<file path="config.mk">
export PLATFORM = sky130hd
export DESIGN_NAME = sram_axi_bridge
export DESIGN_NICKNAME = d
export VERILOG_FILES = /design/src/rtl/sram_axi_bridge.sv
export SDC_FILE = /design/constraint.sdc
export NUM_CORES = 1
export LEC_CHECK = 0
export BUFFER_PORTS_ARGS = -buffer_cell sky130_fd_sc_hd__buf_2
export CAP_MARGIN = 5
export CORE_AREA = 2 2 114 116
export DETAILED_ROUTE_END_ITERATION = 8
export DIE_AREA = 0 0 116 118
export SLEW_MARGIN = 20
export SYNTH_ARGS = -nofsm -noshare
export SYNTH_HDL_FRONTEND = slang
export SYNTH_SLANG_ARGS = --single-unit
</file>
<file path="constraint.sdc">
create_clock -name clk -period 3.4 [get_ports clk]
set_input_delay 0.68 -clock clk [delete_from_list [all_inputs] [get_ports clk]]
set_output_delay 0.68 -clock clk [all_outputs]
set_load 0.1 [all_outputs]
</file>
<file path="src/rtl/sram_axi_bridge.sv">
// SRAM-like core data port to single-beat AXI3 master bridge, one transaction in flight.
// Optional: SRAM_AXI_WRITE_EARLY_ACK_EN acknowledges stores at AW/W completion and tracks B responses.
module sram_axi_bridge #(
    parameter logic [3:0] AXI_ID = 4'd1
) (
    input  logic        clk,
    input  logic        rst,
    input  logic        req,
    input  logic        wr,
    input  logic [1:0]  size,
    input  logic [31:0] addr,
    input  logic [31:0] wdata,
    output logic        addr_ok,
    output logic        data_ok,
    output logic [31:0] rdata,
    output logic [31:0] araddr,
    output logic [2:0]  arsize,
    output logic        arvalid,
    input  logic        arready,
    input  logic [31:0] rdata_axi,
    input  logic        rvalid,
    output logic        rready,
    output logic [31:0] awaddr,
    output logic [2:0]  awsize,
    output logic        awvalid,
    input  logic        awready,
    output logic [31:0] wdata_axi,
    output logic [3:0]  wstrb,
    output logic        wvalid,
    input  logic        wready,
    input  logic        bvalid,
    output logic        bready,
    output logic [3:0]  arid,
    output logic [3:0]  awid,
    output logic [3:0]  wid,
    output logic [3:0]  arlen,
    output logic [3:0]  awlen,
    output logic [1:0]  arburst,
    output logic [1:0]  awburst,
    output logic [1:0]  arlock,
    output logic [1:0]  awlock,
    output logic [3:0]  arcache,
    output logic [3:0]  awcache,
    output logic [2:0]  arprot,
    output logic [2:0]  awprot,
    output logic        wlast
);

    typedef enum logic [2:0] {
        S_IDLE,
        S_RD_ADDR,
        S_RD_DATA,
        S_WR_REQ,
        S_WR_RESP
    } state_t;

    state_t      r_state;
    state_t      w_next;
    logic [31:0] r_addr;
    logic [31:0] r_wdata;
    logic [1:0]  r_size;
    logic [3:0]  r_wstrb;
    logic        r_aw_done;
    logic        r_w_done;
    logic [3:0]  w_wstrb;
    logic        w_wr_fin;
    logic        w_gate;

    // Both write channels finished, counting a handshake landing this cycle.
    assign w_wr_fin = (r_state == S_WR_REQ) && (r_aw_done || awready) && (r_w_done || wready);

`ifdef SRAM_AXI_WRITE_EARLY_ACK_EN
    logic [1:0] r_b_pend;

    // Reads wait for all outstanding B responses; writes stall only when the counter is full.
    assign w_gate = wr ? (r_b_pend != 2'd3) : (r_b_pend == 2'd0);

    always_ff @(posedge clk) begin
        if (rst) begin
            r_b_pend <= 2'd0;
        end else begin
            case ({w_wr_fin, bvalid})
                2'b10:   r_b_pend <= r_b_pend + 2'd1;
                2'b01:   r_b_pend <= (r_b_pend != 2'd0) ? r_b_pend - 2'd1 : 2'd0;
                default: r_b_pend <= r_b_pend;
            endcase
        end
    end
`else
    assign w_gate = 1'b1;
`endif

    always_comb begin
        case (size)
            2'd0:    w_wstrb = 4'b0001 << addr[1:0];
            2'd1:    w_wstrb = 4'b0011 << {addr[1], 1'b0};
            default: w_wstrb = 4'b1111;
        endcase
    end

    always_ff @(posedge clk) begin
        if (rst) r_state <= S_IDLE;
        else     r_state <= w_next;
    end

    always_comb begin
        w_next  = r_state;
        addr_ok = 1'b0;
        data_ok = 1'b0;
        arvalid = 1'b0;
        rready  = 1'b0;
        awvalid = 1'b0;
        wvalid  = 1'b0;
`ifdef SRAM_AXI_WRITE_EARLY_ACK_EN
        bready  = 1'b1;
`else
        bready  = 1'b0;
`endif
        case (r_state)
            S_IDLE: begin
                if (req && w_gate) begin
                    addr_ok = 1'b1;
                    w_next  = wr ? S_WR_REQ : S_RD_ADDR;
                end
            end
            S_RD_ADDR: begin
                arvalid = 1'b1;
                if (arready) w_next = S_RD_DATA;
            end
            S_RD_DATA: begin
                rready = 1'b1;
                if (rvalid) begin
                    data_ok = 1'b1;
                    w_next  = S_IDLE;
                end
            end
            S_WR_REQ: begin
                awvalid = !r_aw_done;
                wvalid  = !r_w_done;
                if (w_wr_fin) begin
`ifdef SRAM_AXI_WRITE_EARLY_ACK_EN
                    data_ok = 1'b1;
                    w_next  = S_IDLE;
`else
                    w_next  = S_WR_RESP;
`endif
                end
            end
            S_WR_RESP: begin
                bready = 1'b1;
                if (bvalid) begin
                    data_ok = 1'b1;
                    w_next  = S_IDLE;
                end
            end
            default: w_next = S_IDLE;
        endcase
    end

    // Request holding registers and per-channel write completion flags.
    always_ff @(posedge clk) begin
        if (rst) begin
            r_addr    <= 32'd0;
            r_wdata   <= 32'd0;
            r_size    <= 2'd0;
            r_wstrb   <= 4'd0;
            r_aw_done <= 1'b0;
            r_w_done  <= 1'b0;
        end else if (addr_ok) begin
            r_addr    <= addr;
            r_wdata   <= wdata;
            r_size    <= size;
            r_wstrb   <= w_wstrb;
            r_aw_done <= 1'b0;
            r_w_done  <= 1'b0;
        end else if (r_state == S_WR_REQ) begin
            r_aw_done <= r_aw_done || awready;
            r_w_done  <= r_w_done || wready;
        end
    end

    assign rdata     = rdata_axi;
    assign araddr    = r_addr;
    assign awaddr    = r_addr;
    assign arsize    = {1'b0, r_size};
    assign awsize    = {1'b0, r_size};
    assign wdata_axi = r_wdata;
    assign wstrb     = r_wstrb;

    assign arid    = AXI_ID;
    assign awid    = AXI_ID;
    assign wid     = AXI_ID;
    assign arlen   = 4'd0;
    assign awlen   = 4'd0;
    assign arburst = 2'b01;
    assign awburst = 2'b01;
    assign arlock  = 2'b00;
    assign awlock  = 2'b00;
    assign arcache = 4'd0;
    assign awcache = 4'd0;
    assign arprot  = 3'd0;
    assign awprot  = 3'd0;
    assign wlast   = 1'b1;

endmodule

</file>
==> results.cfg, run 1 <==
[power]
p_clk_share_pct = 19.8
power_frac_seq_pct = 22.6
comb_power_share_pct = 57.6
p_switching_mw = 3.08
switching_share_pct = 59.2
ir_drop_uv = 439
powerDensity_mw_per_mm2 = 1210
power_mw = 5.20
p_int_mw = 2.12
p_leak_nw = 2.19

[place]
io_buffer_count = 185
post-place-ws_ns = 1.17
hpwl_mm = 6.04
gp_congestion = 0.698
place_inst = 730

[floorplanning]
ios = 295
core_area_mm2 = 0.0124
initial_core_util_pct = 29.1
fp-row-count = 41
dieHeight_um = 118
die_w_um = 116
dieArea_mm2 = 0.0137

[yosys]
synth_ff_type = dfxtp_1
synth_cells = 461
ys_warn_count = 0
yosysSeqAreaShare_pct = 41.6
synth_seq_cells = 75
yosysMostFrequentCell = nand2_1
synth_top_area_share_pct = 41.6
synth-edff-count = 0
syn_area_per_cell_um2 = 7.83
async_flop_share_pct = 0
yosysTopAreaCell = dfxtp_1
synth_area_leaders = dfxtp_1, buf_4, nand2_1, a21oi_1, buf_6
synth_cell_types = 30
synth_common_cells = nand2_1, buf_4, dfxtp_1
syn-cell-area_mm2 = 0.00361

[global_routing]
grt.total_usage_pct = 12.4
gr-total-overflow = 0
grt_pass1_wl_mm = 13.1
grt_pass1_vias = 2739
grt_start_max_net_pins = 70
antenna_found_initial = 0

[critical_path]
cp.arrival_ns = 1.78
worst_ep_required_time_ns = 2.72
slowest_stage = dfxtp_1
worst-path-max-fanout = 8
rrSetupSlack_ns = 1.44
cp_slowest_stage_delay_ns = 0.48
endpoint_kind = output port
startpoint_type = register
path_cells = nor2b_1 > and2_1 > a22o_1 > buf_2
criticalPathCategory = register to output port

[sta]
finalWorstPathRequiredPeriod_ns = 2.46
hold_violations = 0
drv_slew = 0
fin_skew_ns = 0.00642
slew_headroom_pct = 51.2
finalCritPeriodShare_pct = 72.4
fmax_ghz = 0.406
setup_ws_ns = 0.937
fin_tns_setup_ns = 0
worst_slew_pin_slew_ns = 0.732
finalSetupViolCount = 0
rsz0062_at_grt = false

[detailed_routing]
viasPerCell = 4.02
wirelength_mm = 8.48
vias = 3001
wl_per_cell_um = 11.4
drt_iter0_drc = 117
drc = 0
antenna_left = 0
firstDrtPassIters = 4

[clock_network]
cts_tree = built
cts_made_buffers = 9
clk_path_buf_depth = 2
cts-htree-levels = 3
cts-root-buf = clkbuf_16
cts_setup_buffers = 0
clk_latency_ns = 0.33
cts_sinks = 75
clk_pin_slew_ns = 0.05
holdBufCountCts = 0
cts_resized = 0

[finish]
insertedDiodeCount = 0
area_growth_pct = 19.2
n_fill_cell = 1351
drive_gt1_share_pct = 36.6
finish.utilization_pct = 34.7
finalNetCount = 676
final_cells = 746

[outcome]
outcome = finished clean

[job]
maxCapViolCount = 0

[min_path]
hold_class = register to register
==> placed cells by master, fill, tap and decap left out, types with 2 or more instances in the layout <==
master     count
buf_2        184
nand2_1      134
dfxtp_1       75
a21oi_1       70
conb_1        45
nor2_1        10
nor3_1         9
clkbuf_16      9
nand2b_1       4
buf_4          4
a211oi_1       3
clkinv_2       3
inv_2          2
nand3_1        2
bufinv_16      2
clkbuf_8       2
==> routing by layer <==
layer	wire, um	global-route usage, %
met3	867	5.30
met4	295	6.55
met2	3990	20.3
met5	0	0
met1	3330	13.3
==> power by group through the flow <==
| stage | combinational (mW) | sequential, mW | clock, mW |
|---|---|---|---|
| 2_1_floorplan | 1.81 | 2.35 | 0 |
| 3_3_place_gp | 3.02 | 1.19 | 0 |
| 3_5_place_dp | 3.02 | 1.19 | 0 |
| 4_1_cts | 3.02 | 1.18 | 1.07 |
| 5_1_grt | 3.14 | 1.20 | 1.10 |
| 6_report | 3.00 | 1.17 | 1.03 |
==> cells by family (layout without fill, tap and decap cells) <==
kind of cell / count (synthesis) / count (layout) / synth area share, %
AOI/OAI and AO/OA: 79 / 79 / 11.6
buffers and inverters: 138 / 208 / 27.6
DFF: 75 / 75 / 41.6
muxes: 1 / 1 / 0.277
other: 2 / 45 / 0.208
and+or+nand+nor: 166 / 166 / 18.7
==> registers in the layout, summed over array words and instances, names as in the netlist <==
signal,cells
wstrb,4
r_size,2
r_aw_done,1
r_w_done,1
r_state,3
araddr,32
wdata_axi,32
==> worst max-delay path: cells and delay by family, from the launching register on <==
kind	cells	cell delay (ns)
flops	1	0.48
compound gates	1	0.14
simple gates	2	0.43
buf+inv	1	0.42
==> through the flow <==
stage / area (um^2) / hold WS, ns
2_1_floorplan: 3780 / 0.496
3_3_place_gp: 3980 / 0.440
3_5_place_dp: 3980 / 0.444
4_1_cts: 4310 / 0.452
5_1_grt: 4310 / 0.469
6_report: 4310 / 0.449
==> cell type report <==
cell class	instances	area (um^2)	area share, %
Clock buffer	11	253	5.87
Timing Repair Buffer	189	971	22.6
Multi-Input combinational cell	291	1280	29.7
Inverter	3	11.3	0.262
Clock inverter	5	75.1	1.74
Tap cell	172	215	5.00
Sequential cell	75	1500	34.9
==> final timing paths <==
| kind | startpoint | end | cells past startpoint |
|---|---|---|---|
| min reg2reg | wdata_axi[1]$_SDFFE_PP0P_ | wdata_axi[1]$_SDFFE_PP0P_ | 2 |
| min | wdata_axi[1]$_SDFFE_PP0P_ | wdata_axi[1]$_SDFFE_PP0P_ | 2 |
| max | r_state[1]$_SDFFE_PP0P_ | data_ok | 4 |
| max reg2reg | r_state[2]$_SDFFE_PP0P_ | wstrb[0]$_SDFFE_PP0P_ | 6 |
(Power assumes the default switching activity.)
==> run 2: changes to the inputs <==
Settings changed: CORE_AREA 2 2 114 116 to default, CORE_ASPECT_RATIO from default to 0.5, CORE_MARGIN from default to 1.5, CORE_UTILIZATION from default to 35, DIE_AREA 0 0 116 118 to default, PLACE_DENSITY from default to 0.76.
Clock period 3.4 ns to 2.08 ns, I/O delays scaled along.
==> run 2 against run 1 <==
Sequential share of layout area about the same; utilization up 9.7 points; clock skew up 0.0012 ns; hold slack worse by 0.13 ns; critical path type unchanged; highest routed layer unchanged; register-to-register slack worse by 0.83 ns; combinational power up 66%; clock-buffer cell count unchanged; first-iteration DRC count up 44%; final cell count down 4.8%; worst setup slack worse by 0.80 ns; die area down 20%; final area up 0.38%.
==> results.cfg, run 2 (same netlist as run 1, synthesis figures left out) <==
[critical_path]
criticalPathCategory = register to output port
worst-path-max-fanout = 8
startpoint_type = register
worst_ep_required_time_ns = 1.66
endpoint_kind = output port
cp.arrival_ns = 1.52

[sta]
rsz0062_at_grt = false
fin_skew_ns = 0.00760
fmax_ghz = 0.515
finalWorstPathRequiredPeriod_ns = 1.94
hold_violations = 0
finalSetupViolCount = 0
drv_slew = 0
finalCritPeriodShare_pct = 93.3

[floorplanning]
die_w_um = 147
initial_core_util_pct = 37.1
ios = 295
fp-row-count = 25
dieHeight_um = 74.8
dieArea_mm2 = 0.0110
core_area_mm2 = 0.00973

[detailed_routing]
top_layer = met4
drc = 0
drt_iter0_drc = 168
wl_met1_mm = 3.24
firstDrtPassIters = 6
met2RoutedLength_mm = 4.71
antenna_left = 0
wl_per_cell_um = 11.9
vias = 3053
route.met3.wl_um = 410
wirelength_mm = 8.47
viasPerCell = 4.30

[clock_network]
cts_sinks = 75
cts_setup_buffers = 0
clk_path_buf_depth = 2
clk_latency_ns = 0.33
cts-root-buf = clkbuf_16
cts_tree = built
clk_pin_slew_ns = 0.06
cts-htree-levels = 3
cts_made_buffers = 9

[finish]
drive_gt1_share_pct = 37.7
finalNetCount = 677
insertedDiodeCount = 0
fin_area_mm2 = 0.00432
final_common_cell = buf_2
layout_common_cells = buf_2, nand2_1, dfxtp_1
area_growth_pct = 19.7

[global_routing]
gr-total-overflow = 0
grt.total_usage_pct = 14.4
grt_pass1_wl_mm = 12.3
grt_pass1_vias = 2627
antenna_found_initial = 0
grt_start_max_net_pins = 54

[place]
io_buffer_count = 185
place_area_mm2 = 0.00401
gp_congestion = 0.769
hpwl_mm = 6.11

[power]
p_leak_nw = 2.19
ir_drop_uv = 683
power_mw = 8.49
powerDensity_mw_per_mm2 = 1960

[job]
maxCapViolCount = 0

[min_path]
hold_class = input pin to register

[outcome]
outcome = finished clean
-- run 2: cell types whose count changed in the layout (fill, tap and decap cells not counted), sizes merged --
cell,previous run,this run
clkinvlp,0,1
bufinv,2,1
buf,189,190
clkinv,3,2
inv,3,4
-- run 2: final cells by class --
type / instances / area, um^2
clock buffer: 11 / 243
sequential: 75 / 1510
fill: 980 / 5410
inverter: 3 / 11.3
tap: 135 / 169
timing repair buffer: 190 / 1040
clock inverter: 5 / 60.1
multi-input combinational: 291 / 1290
-- run 2: metrics by stage --
stage          setup slack [ns]  TNS (ns)  util (%)  cells  hold WS [ns]
3_5_place_dp              0.259         0      41.2    694         0.443
4_1_cts                  0.0407         0      44.4    710         0.312
3_3_place_gp              0.356         0      41.2    694         0.439
2_1_floorplan            -0.377     -1.08         -    504         0.496
5_1_grt                  0.0712         0      44.4    710         0.308
6_report                  0.139         0      44.4    710         0.319
-- run 2: repair_timing --
item	CTS	global route
pin swaps	0	0
gates resized for setup	2	3
hold endpoints to repair	0	0
endpoints found under the setup margin	4	3
hold buffers	0	0
-- run 2: metal layers --
metal	vias to the layer above	GRT usage, %
met1	1407	14.9
met2	95	27.8
met4	0	6.51
met5	-	0
met3	16	4.30
li1	1535	-
-- run 2: worst max-delay path, cell delays in order (launching register included) --
cell and delay [ns]:
dfxtp_2 0.43, nor2b_2 0.23, nand2_1 0.12, nor2_1 0.21, buf_12 0.21
-- run 2: report_power, final --
group | internal (mW) | switching (mW)
registers | 1.73 | 0.203
clock network | 0.966 | 0.594
logic | 0.701 | 4.29
total | 3.40 | 5.09
-- run 2: worst paths after layout --
kind,startpoint,end,slack (ns),cells past startpoint
min,wdata[7],wdata_axi[7]$_SDFFE_PP0P_,0.32,3
max reg2reg,r_state[2]$_SDFFE_PP0P_,wdata_axi[10]$_SDFFE_PP0P_,0.61,6
max,r_state[1]$_SDFFE_PP0P_,wvalid,0.14,4
min reg2reg,wdata_axi[25]$_SDFFE_PP0P_,wdata_axi[25]$_SDFFE_PP0P_,0.45,2
==> run 3: changes to the inputs <==
Settings changed: CORE_MARGIN 1.5 to 3, SETUP_SLACK_MARGIN from default to 0.3.
==> run 3 against run 2 <==
Clock-buffer cell count is 1 lower; clock skew shrank 0.0031 ns; largest cell class unchanged; largest power group unchanged; non-clock buffer count is 3 higher; via count rose by 0.33%; combinational power rose by 3%; clock power barely moved; global-route usage is 0.41 points higher; critical path depth is the same.
==> results.cfg, run 3 (same netlist as run 1, synthesis figures left out) <==
[power]
powerDensity_mw_per_mm2 = 1940
p_leak_nw = 2.23
power_mw = 8.67
ir_drop_uv = 684

[detailed_routing]
wl_per_cell_um = 12.4
wirelength_mm = 8.86
vias = 3063
antenna_left = 0
drc = 0
viasPerCell = 4.30
firstDrtPassIters = 4
drt_iter0_drc = 142

[clock_network]
cts_sinks = 75
cts-root-buf = clkbuf_16
cts-htree-levels = 3
cts_made_buffers = 9
holdBufCountCts = 0
clk_latency_ns = 0.32
clk_path_buf_depth = 2
cts_tree = built
clk_pin_slew_ns = 0.06

[floorplanning]
initial_core_util_pct = 37.1
die_w_um = 150
dieHeight_um = 77.8
ios = 295
fp-row-count = 25
dieArea_mm2 = 0.0116
core_area_mm2 = 0.00973

[global_routing]
grt.total_usage_pct = 14.8
grt_pass1_vias = 2848
gr-total-overflow = 0
grt_start_max_net_pins = 70
antenna_found_initial = 0
grt_pass1_wl_mm = 13.9

[sta]
fmax_ghz = 0.552
drv_slew = 0
finalWorstPathRequiredPeriod_ns = 1.81
finalCritPeriodShare_pct = 87.1
finalSetupViolCount = 0
rsz0062_at_grt = true
worst_slew_pin_slew_ns = 0.514
slew_headroom_pct = 66.0
hold_violations = 0
fin_skew_ns = 0.00450

[finish]
drive_gt1_share_pct = 44.6
finalNetCount = 680
regArea_mm2 = 0.00156
layout_common_cells = buf_2, nand2_1, a21oi_1
insertedDiodeCount = 0
final_common_cell = buf_2
area_growth_pct = 23.6
finish.utilization_pct = 45.9
multi_input_area_mm2 = 0.00133
n_fill_cell = 993

[place]
io_buffer_count = 185
gp_congestion = 0.772
hpwl_mm = 6.45

[critical_path]
worst-path-max-fanout = 8
cp.arrival_ns = 1.39
slowest_stage = dfxtp_4
rr_endpoint = araddr[24]$_SDFFE_PP0P_
rrSetupSlack_ns = 0.54
endpoint_kind = output port
worstReg2RegStart = r_state[2]$_SDFFE_PP0P_
startpoint_type = register
path_cells = nor2b_4 > and2_4 > a22o_4 > buf_12
worst_ep_required_time_ns = 1.66
cp_slowest_stage_delay_ns = 0.37
criticalPathCategory = register to output port
reg2reg_depth = 6

[min_path]
holdPathEnd = araddr[30]$_SDFFE_PP0P_
hold_class = input pin to register
min_path_cells = 3
min_from = addr[30]

[outcome]
outcome = finished clean

[job]
maxCapViolCount = 0
-- run 3: metrics by stage --
| step | area [um^2] | std cells | hold WS [ns] | setup TNS, ns | worst slack (ns) |
|---|---|---|---|---|---|
| after floorplan | 3870 | 504 | 0.527 | -0.0441 | -0.0441 |
| after global placement | 4090 | 693 | 0.439 | 0 | 0.426 |
| after detailed placement | 4090 | 693 | 0.443 | 0 | 0.357 |
| after CTS | 4450 | 711 | 0.308 | 0 | 0.261 |
| after global routing | 4460 | 713 | 0.305 | 0 | 0.226 |
| final | 4460 | 713 | 0.322 | 0 | 0.269 |
-- run 3: critical path: cells and delay by family, from the launching register on --
kind            cells  cell delay (ns)
compound gates      1             0.24
buf+inv             1             0.16
flops               1             0.37
simple gates        2             0.30
-- run 3: how the worst max path moves through the flow --
stage	from	end	slack, ns	depth (start not counted)
floorplan	r_state[0]$_SDFFE_PP0P_	data_ok	-0.04	3
global route	r_state[1]$_SDFFE_PP0P_	data_ok	0.23	4
finish	r_state[1]$_SDFFE_PP0P_	data_ok	0.27	4
CTS	r_state[1]$_SDFFE_PP0P_	data_ok	0.26	4
global placement	r_state[1]$_SDFFE_PP0P_	rready	0.43	3
detailed placement	r_state[0]$_SDFFE_PP0P_	wdata_axi[7]$_SDFFE_PP0P_	0.36	6
-- run 3: where the power goes --
part           internal, mW  switching, mW  leakage (nW)
Combinational         0.788           4.34          1.46
Sequential             1.77          0.202         0.631
Clock                 0.969          0.599         0.142
-- run 3: layout make-up --
| cell class | count | share of cell area, % |
|---|---|---|
| timing repair buffer | 193 | 24.2 |
| inverter | 3 | 0.364 |
| clock buffer | 10 | 5.35 |
| tap | 135 | 3.78 |
| multi-input combinational | 291 | 29.8 |
| clock inverter | 6 | 1.57 |
| sequential | 75 | 34.8 |
-- run 3: per-layer routing --
| metal | share of wire (%) | track usage [%] | up-vias | wire (um) |
|---|---|---|---|---|
| li1 | - | - | 1546 | - |
| met1 | 38 | 15.3 | 1394 | 3350 |
| met2 | 55 | 28.3 | 101 | 4860 |
| met3 | 5.5 | 4.49 | 22 | 490 |
| met4 | 1.8 | 5.21 | 0 | 159 |
| met5 | 0 | 0 | - | 0 |
-- run 3: repair_timing --
action / in CTS / in global routing
gates resized for setup: 14 / 1
buffers inserted: 2 / 2
endpoints found under the setup margin: 7 / 7
pin swaps: 1 / 0
